## src/rtl/bcd_counter_scan_pkg.sv

```systemverilog
// Shared constants and single-digit BCD arithmetic for the scanned BCD counter.
package bcd_counter_scan_pkg;

  localparam int BCD_W = 4;
  localparam logic [BCD_W-1:0] BCD_MAX = 4'd9;

  typedef struct packed {
    logic [BCD_W-1:0] value;
    logic             carry;
  } bcd_step_t;

  function automatic logic is_bcd(input logic [BCD_W-1:0] nib);
    return (nib <= BCD_MAX);
  endfunction

  // carry doubles as borrow when counting down
  function automatic bcd_step_t bcd_step(input logic [BCD_W-1:0] val,
                                         input logic step,
                                         input logic up);
    bcd_step_t r;
    r.value = val;
    r.carry = 1'b0;
    if (step) begin
      if (up) begin
        if (val >= BCD_MAX) begin
          r.value = '0;
          r.carry = 1'b1;
        end else begin
          r.value = val + BCD_W'(1);
        end
      end else begin
        if (val == '0) begin
          r.value = BCD_MAX;
          r.carry = 1'b1;
        end else begin
          r.value = val - BCD_W'(1);
        end
      end
    end
    return r;
  endfunction

endpackage

```

## src/rtl/bcd_counter_scan_digit.sv

```systemverilog
// One BCD digit step cell: next value plus carry/borrow out for the ripple chain.
module bcd_digit
  import bcd_counter_scan_pkg::*;
(
  input  logic [BCD_W-1:0] val_i,
  input  logic             step_i,
  input  logic             up_i,
  output logic [BCD_W-1:0] next_o,
  output logic             carry_o
);

  bcd_step_t res;

  assign res     = bcd_step(val_i, step_i, up_i);
  assign next_o  = res.value;
  assign carry_o = res.carry;

endmodule

```

## src/rtl/bcd_counter_scan.sv

```systemverilog
// Multi-digit BCD up/down counter with a time-multiplexed digit scanner
// feeding a single BCD-to-7-segment decoder.
module bcd_counter_scan
  import bcd_counter_scan_pkg::*;
#(
  parameter int DIGITS   = 4,
  parameter int SCAN_DIV = 16
) (
  input  logic                    clk,
  input  logic                    rst_n,
  input  logic                    clear,
  input  logic                    load,
  input  logic [BCD_W*DIGITS-1:0] load_val,
  input  logic                    en,
  input  logic                    up,
  input  logic                    lzb,
  output logic [BCD_W*DIGITS-1:0] count,
  output logic                    wrap,
  output logic                    load_err,
  output logic [BCD_W-1:0]        bcd_out,
  output logic [DIGITS-1:0]       digit_sel,
  output logic                    blank
);

  localparam int IDX_W = (DIGITS > 1) ? $clog2(DIGITS) : 1;
  localparam int DIV_W = $clog2(SCAN_DIV);

  logic [BCD_W*DIGITS-1:0] count_q, count_d;
  logic [BCD_W*DIGITS-1:0] step_val, load_clean;
  logic [DIGITS:0]         carry;
  logic [DIGITS-1:0]       nib_bad;
  logic                    wrap_q, wrap_d;
  logic                    load_err_q, load_err_d;

  logic [DIV_W-1:0]        div_q, div_d;
  logic [IDX_W-1:0]        idx_q, idx_d;
  logic [BCD_W-1:0]        bcd_q, bcd_d;
  logic [DIGITS-1:0]       sel_q, sel_d;
  logic                    blank_q, blank_d;
  logic [DIGITS-1:0]       upper_zero;

  // digit 0 always steps; the chain result is only used when en is high
  assign carry[0] = 1'b1;

  generate
    for (genvar gi = 0; gi < DIGITS; gi++) begin : g_digit
      bcd_digit u_digit (
        .val_i   (count_q[gi*BCD_W +: BCD_W]),
        .step_i  (carry[gi]),
        .up_i    (up),
        .next_o  (step_val[gi*BCD_W +: BCD_W]),
        .carry_o (carry[gi+1])
      );

      assign nib_bad[gi] = !is_bcd(load_val[gi*BCD_W +: BCD_W]);
      assign load_clean[gi*BCD_W +: BCD_W] =
        nib_bad[gi] ? '0 : load_val[gi*BCD_W +: BCD_W];

      if (gi == DIGITS - 1) begin : g_top
        assign upper_zero[gi] = (count_q[gi*BCD_W +: BCD_W] == '0);
      end else begin : g_mid
        assign upper_zero[gi] = (count_q[gi*BCD_W +: BCD_W] == '0) && upper_zero[gi+1];
      end
    end
  endgenerate

  always_comb begin
    count_d    = count_q;
    wrap_d     = 1'b0;
    load_err_d = 1'b0;
    if (clear) begin
      count_d = '0;
    end else if (load) begin
      count_d    = load_clean;
      load_err_d = |nib_bad;
    end else if (en) begin
      count_d = step_val;
      wrap_d  = carry[DIGITS];
    end
  end

  always_comb begin
    if (div_q == DIV_W'(SCAN_DIV - 1)) begin
      div_d = '0;
      idx_d = (idx_q == IDX_W'(DIGITS - 1)) ? '0 : idx_q + IDX_W'(1);
    end else begin
      div_d = div_q + DIV_W'(1);
      idx_d = idx_q;
    end
  end

  // display outputs are built from the previous cycle's index and count
  always_comb begin
    bcd_d   = '0;
    sel_d   = '0;
    blank_d = 1'b0;
    for (int i = 0; i < DIGITS; i++) begin
      if (idx_q == IDX_W'(i)) begin
        bcd_d    = count_q[i*BCD_W +: BCD_W];
        sel_d[i] = 1'b1;
        blank_d  = lzb && (i != 0) && upper_zero[i];
      end
    end
  end

  always_ff @(posedge clk or negedge rst_n) begin
    if (!rst_n) begin
      count_q    <= '0;
      wrap_q     <= 1'b0;
      load_err_q <= 1'b0;
      div_q      <= '0;
      idx_q      <= '0;
      bcd_q      <= '0;
      sel_q      <= DIGITS'(1);
      blank_q    <= 1'b0;
    end else begin
      count_q    <= count_d;
      wrap_q     <= wrap_d;
      load_err_q <= load_err_d;
      div_q      <= div_d;
      idx_q      <= idx_d;
      bcd_q      <= bcd_d;
      sel_q      <= sel_d;
      blank_q    <= blank_d;
    end
  end

  assign count     = count_q;
  assign wrap      = wrap_q;
  assign load_err  = load_err_q;
  assign bcd_out   = bcd_q;
  assign digit_sel = sel_q;
  assign blank     = blank_q;

endmodule
```

## config.mk

```make
export PLATFORM = sky130hd
export DESIGN_NAME = bcd_counter_scan
export DESIGN_NICKNAME = d
export VERILOG_FILES = /design/src/rtl/bcd_counter_scan_pkg.sv /design/src/rtl/bcd_counter_scan_digit.sv /design/src/rtl/bcd_counter_scan.sv
export SDC_FILE = /design/constraint.sdc
export NUM_CORES = 1
export LEC_CHECK = 0
export ABC_CLOCK_PERIOD_IN_PS = 2900
export BUFFER_PORTS_ARGS = -buffer_cell sky130_fd_sc_hd__buf_2
export CORE_UTILIZATION = 51
export CTS_CLUSTER_SIZE = 20
export DETAILED_ROUTE_END_ITERATION = 8
export PLACE_DENSITY = 0.77
export SYNTH_ARGS = -nofsm -noshare
export SYNTH_HDL_FRONTEND = slang
export SYNTH_HIERARCHICAL = 1
export SYNTH_SLANG_ARGS = --single-unit
```

## constraint.sdc

```tcl
create_clock -name clk -period 2.9 [get_ports clk]
set_clock_uncertainty 0.05 [all_clocks]
set_input_delay 0.29 -clock clk [delete_from_list [all_inputs] [get_ports clk]]
set_output_delay 0.29 -clock clk [all_outputs]
set_load 0.01 [all_outputs]
```

==> flow_summary_export.csv <==
group,metric,value,unit
outcome,status,"completed",
cts,cts_buffers,5,
worst_setup_path,cp.arrival,3.01,ns
cts,ctsLongestPathBuffers,2,
final_layout,layout-drive-gt1-share,30.3,%
floorplanning,dieArea,5870,sq um
timing,hold_slack,0.0191,ns
worst_setup_path,regToRegEndpoint,"count[12]$_DFFE_PN0P_",
synthesis,postSynthNetCount,362,
worst_setup_path,crit_fanout,6,
cts,cts_tree,"built",
timing,hold_viol_final,0,
placement,dp.cells,429,
synthesis,syn_inst,318,
worst_setup_path,worst_setup_path_start_kind,"flop",
placement,dpl-instance-area,3120,sq um
cts,cts.clk_slew.worst_paths,0.08,ns
drt,routed_wl,7.20,mm
synthesis,synth-compound-area-share,25.1,%
global_routing,grt_util_met3,4.79,%
synthesis,ys_types,48,
worst_setup_path,worstSetupPathType,"reg2reg",
final_layout,fin_util,63.6,%
global_routing,busiest_layer,"met2",
final_layout,fillerInstances,441,
drt,post-route-drc-count,0,
timing,tightest_slew,0.765,ns
synthesis,synthMuxAreaShare,5.69,%
floorplanning,die_h,76.6,um
synthesis,synth_edf_count,0,
synthesis,synth.avg_cell_area,8.93,sq um
floorplanning,start_util,54.2,%
worst_setup_path,worstSetupEndpointType,"flop",
cts,cts.sinks,33,
synthesis,yosys.area_share.simple,21.2,%
final_layout,multi_input_area,1830,sq um
final_layout,fin_cells,440,
timing,slew_violations,0,
synthesis,async_flop_share,100,%
timing,layout_min_cycle_time,2.84,ns
global_routing,grt_max_degree,35,
timing,maxSlewHeadroom,49.0,%
final_layout,design_area,3330,sq um
timing,fmax,0.352,GHz
synthesis,synth-xor-area-share,0.309,%
power,power_density,385,nW/um^2
global_routing,grt_pass1_wl,11.6,mm
drt,num_vias,2634,
final_layout,final_common_cell,"buf_2",
synthesis,seq_area_frac_synth,29.1,%
final_layout,mostFrequentLayoutCells,"buf_2 (49), dfrtp_1 (30), inv_1 (21), nor2_1 (19), ha_1 (19)",
synthesis,synth_top_family_by_area,"compound AO/OA/AOI/OAI gates",
floorplanning,core,5240,sq um
global_routing,grt_pass1_vias,2424,
timing,tns,0,ns
placement,portBuffers,49,
final_layout,syn2layout_area_growth,17.4,%
final_layout,fin_nets,413,
drt,antenna_left,0,
cts,ctsHoldBuffers,0,
cts,cts_max_level,2,
drt,viasPerCell,5.99,
final_layout,final-seq-area,830,sq um
final_layout,num_antenna_cells,0,
global_routing,track_usage,24.6,%
timing,setup_viol,0,
drt,first_iter_violations,277,
timing,timing.final.crit_share,97.9,%
drt,dr.pass1.iters,4,
synthesis,synth_area,2840,sq um
placement,hpwl,4.77,mm
cts,root_buffer,"clkbuf_8",
synthesis,synthFlopType,"dfrtp_1",
worst_setup_path,reg2reg_from,"count[0]$_DFFE_PN0P_",
floorplanning,die_w,76.6,um
power,p_leak,1.53,nW
worst_setup_path,reg2regPathDepth,16,
power,peakVddDrop,0.000326,V
synthesis,ys_seq_elements,33,
global_routing,groute.layer.met1.usage,34.1,%
synthesis,synthAdderAreaFrac,9.26,%
floorplanning,io_pins,50,
global_routing,met2_usage,39.1,%
cts,clkLatencyLatePin,0.29,ns
synthesis,yosysWarnings,6,
worst_hold_path,hold_path_class,"in2async",
global_routing,grt_overflow,0,
floorplanning,rows,26,
global_routing,antenna_found_initial,0,
placement,place_congestion,0.897,
worst_setup_path,worstPathRequired,3.07,ns
drt,wl_per_cell,16.4,um
worst_setup_path,r2r_slack,0.06,ns
flow_run,maxCapViolations,0,
-- logic make-up after synthesis --
logic type,after synthesis
and+or+nand+nor,103
AOI/OAI and AO/OA,97
buffers and inverters,46
DFF,33
adders and majority gates,21
muxes,16
other,1
xor gates and xnor gates,1
-- report_power, final --
group	switching [mW]	total, mW	internal, mW	leakage, nW
clock	0.183	0.463	0.280	0.0585
sequential	0.0269	0.503	0.476	0.423
combinational	0.169	0.318	0.149	1.05
total	0.379	1.28	0.906	1.53
-- worst max-delay path, stage by stage (launching register included) --
cell and delay [ns]:
dfrtp_2 0.43, buf_6 0.12, ha_1 0.18, or3b_4 0.38, a21boi_2 0.19, nor2_2 0.07
o21ai_1 0.08, nor2_1 0.07, o21ai_1 0.08, nor2_1 0.05, buf_4 0.17, buf_4 0.14
a21oi_1 0.20, a31o_2 0.14, mux2i_1 0.06, or2_0 0.21, a21oi_1 0.13
-- state kept, by name (all words and copies together), names as in the netlist --
| signal | flops |
|---|---|
| bcd_out | 4 |
| blank | 1 |
| digit_sel | 4 |
| idx_q | 2 |
| load_err | 1 |
| wrap | 1 |
| count | 16 |
| div_q | 4 |
-- timing repair --
item / 4_1_cts / 5_1_grt
buffers inserted: 0 / 3
setup endpoints to repair: 0 / 7
resized for setup: 0 / 20
-- cells in the mapped netlist, types with 8 or more instances --
cell	n	area, sq um
buf_6	9	101
dfrtp_1	32	801
a211oi_1	10	75.1
nand2_1	16	60.1
a31o_2	8	70.1
a21oi_1	18	90.1
ha_1	21	263
nand2b_1	11	68.8
inv_1	23	86.3
buf_2	8	40.0
nor2_1	20	75.1
o21ai_0	18	90.1
a2111oi_0	8	70.1
nand3_1	14	70.1
mux2i_1	15	150
-- worst max-delay path by stage --
stage | start | cells past startpoint | slack [ns] | end
2_1_floorplan | count[0]$_DFFE_PN0P_ | 18 | 0.005 | count[15]$_DFFE_PN0P_
3_3_place_gp | count[0]$_DFFE_PN0P_ | 15 | 0.17 | count[14]$_DFFE_PN0P_
3_5_place_dp | count[0]$_DFFE_PN0P_ | 15 | 0.15 | count[14]$_DFFE_PN0P_
4_1_cts | count[0]$_DFFE_PN0P_ | 15 | 0.08 | count[14]$_DFFE_PN0P_
5_1_grt | count[0]$_DFFE_PN0P_ | 16 | -0.06 | count[12]$_DFFE_PN0P_
6_report | count[0]$_DFFE_PN0P_ | 16 | 0.06 | count[12]$_DFFE_PN0P_
-- cell type report --
class                           instances  area share (%)
Sequential cell                        33            24.9
Tap cell                               70            2.63
Multi-Input combinational cell        239            54.8
Inverter                               23            2.67
Clock inverter                          1           0.901
Clock buffer                            7            2.59
Timing Repair Buffer                   67            11.5
-- layer usage --
layer  share of wire [%]  vias up
met5                   0        -
met4                0.97        0
met3                 5.2        8
met2                  48       78
met1                  46     1278
li1                    -     1270
-- per-stage QoR --
step	total power, mW	setup slack, ns
after global routing	1.34	-0.0562
after detailed placement	0.806	0.146
after floorplan	0.716	0.00494
after CTS	1.27	0.0758
final	1.28	0.0595
after global placement	0.802	0.168
Note: power is estimated with default switching activity, not from simulation.
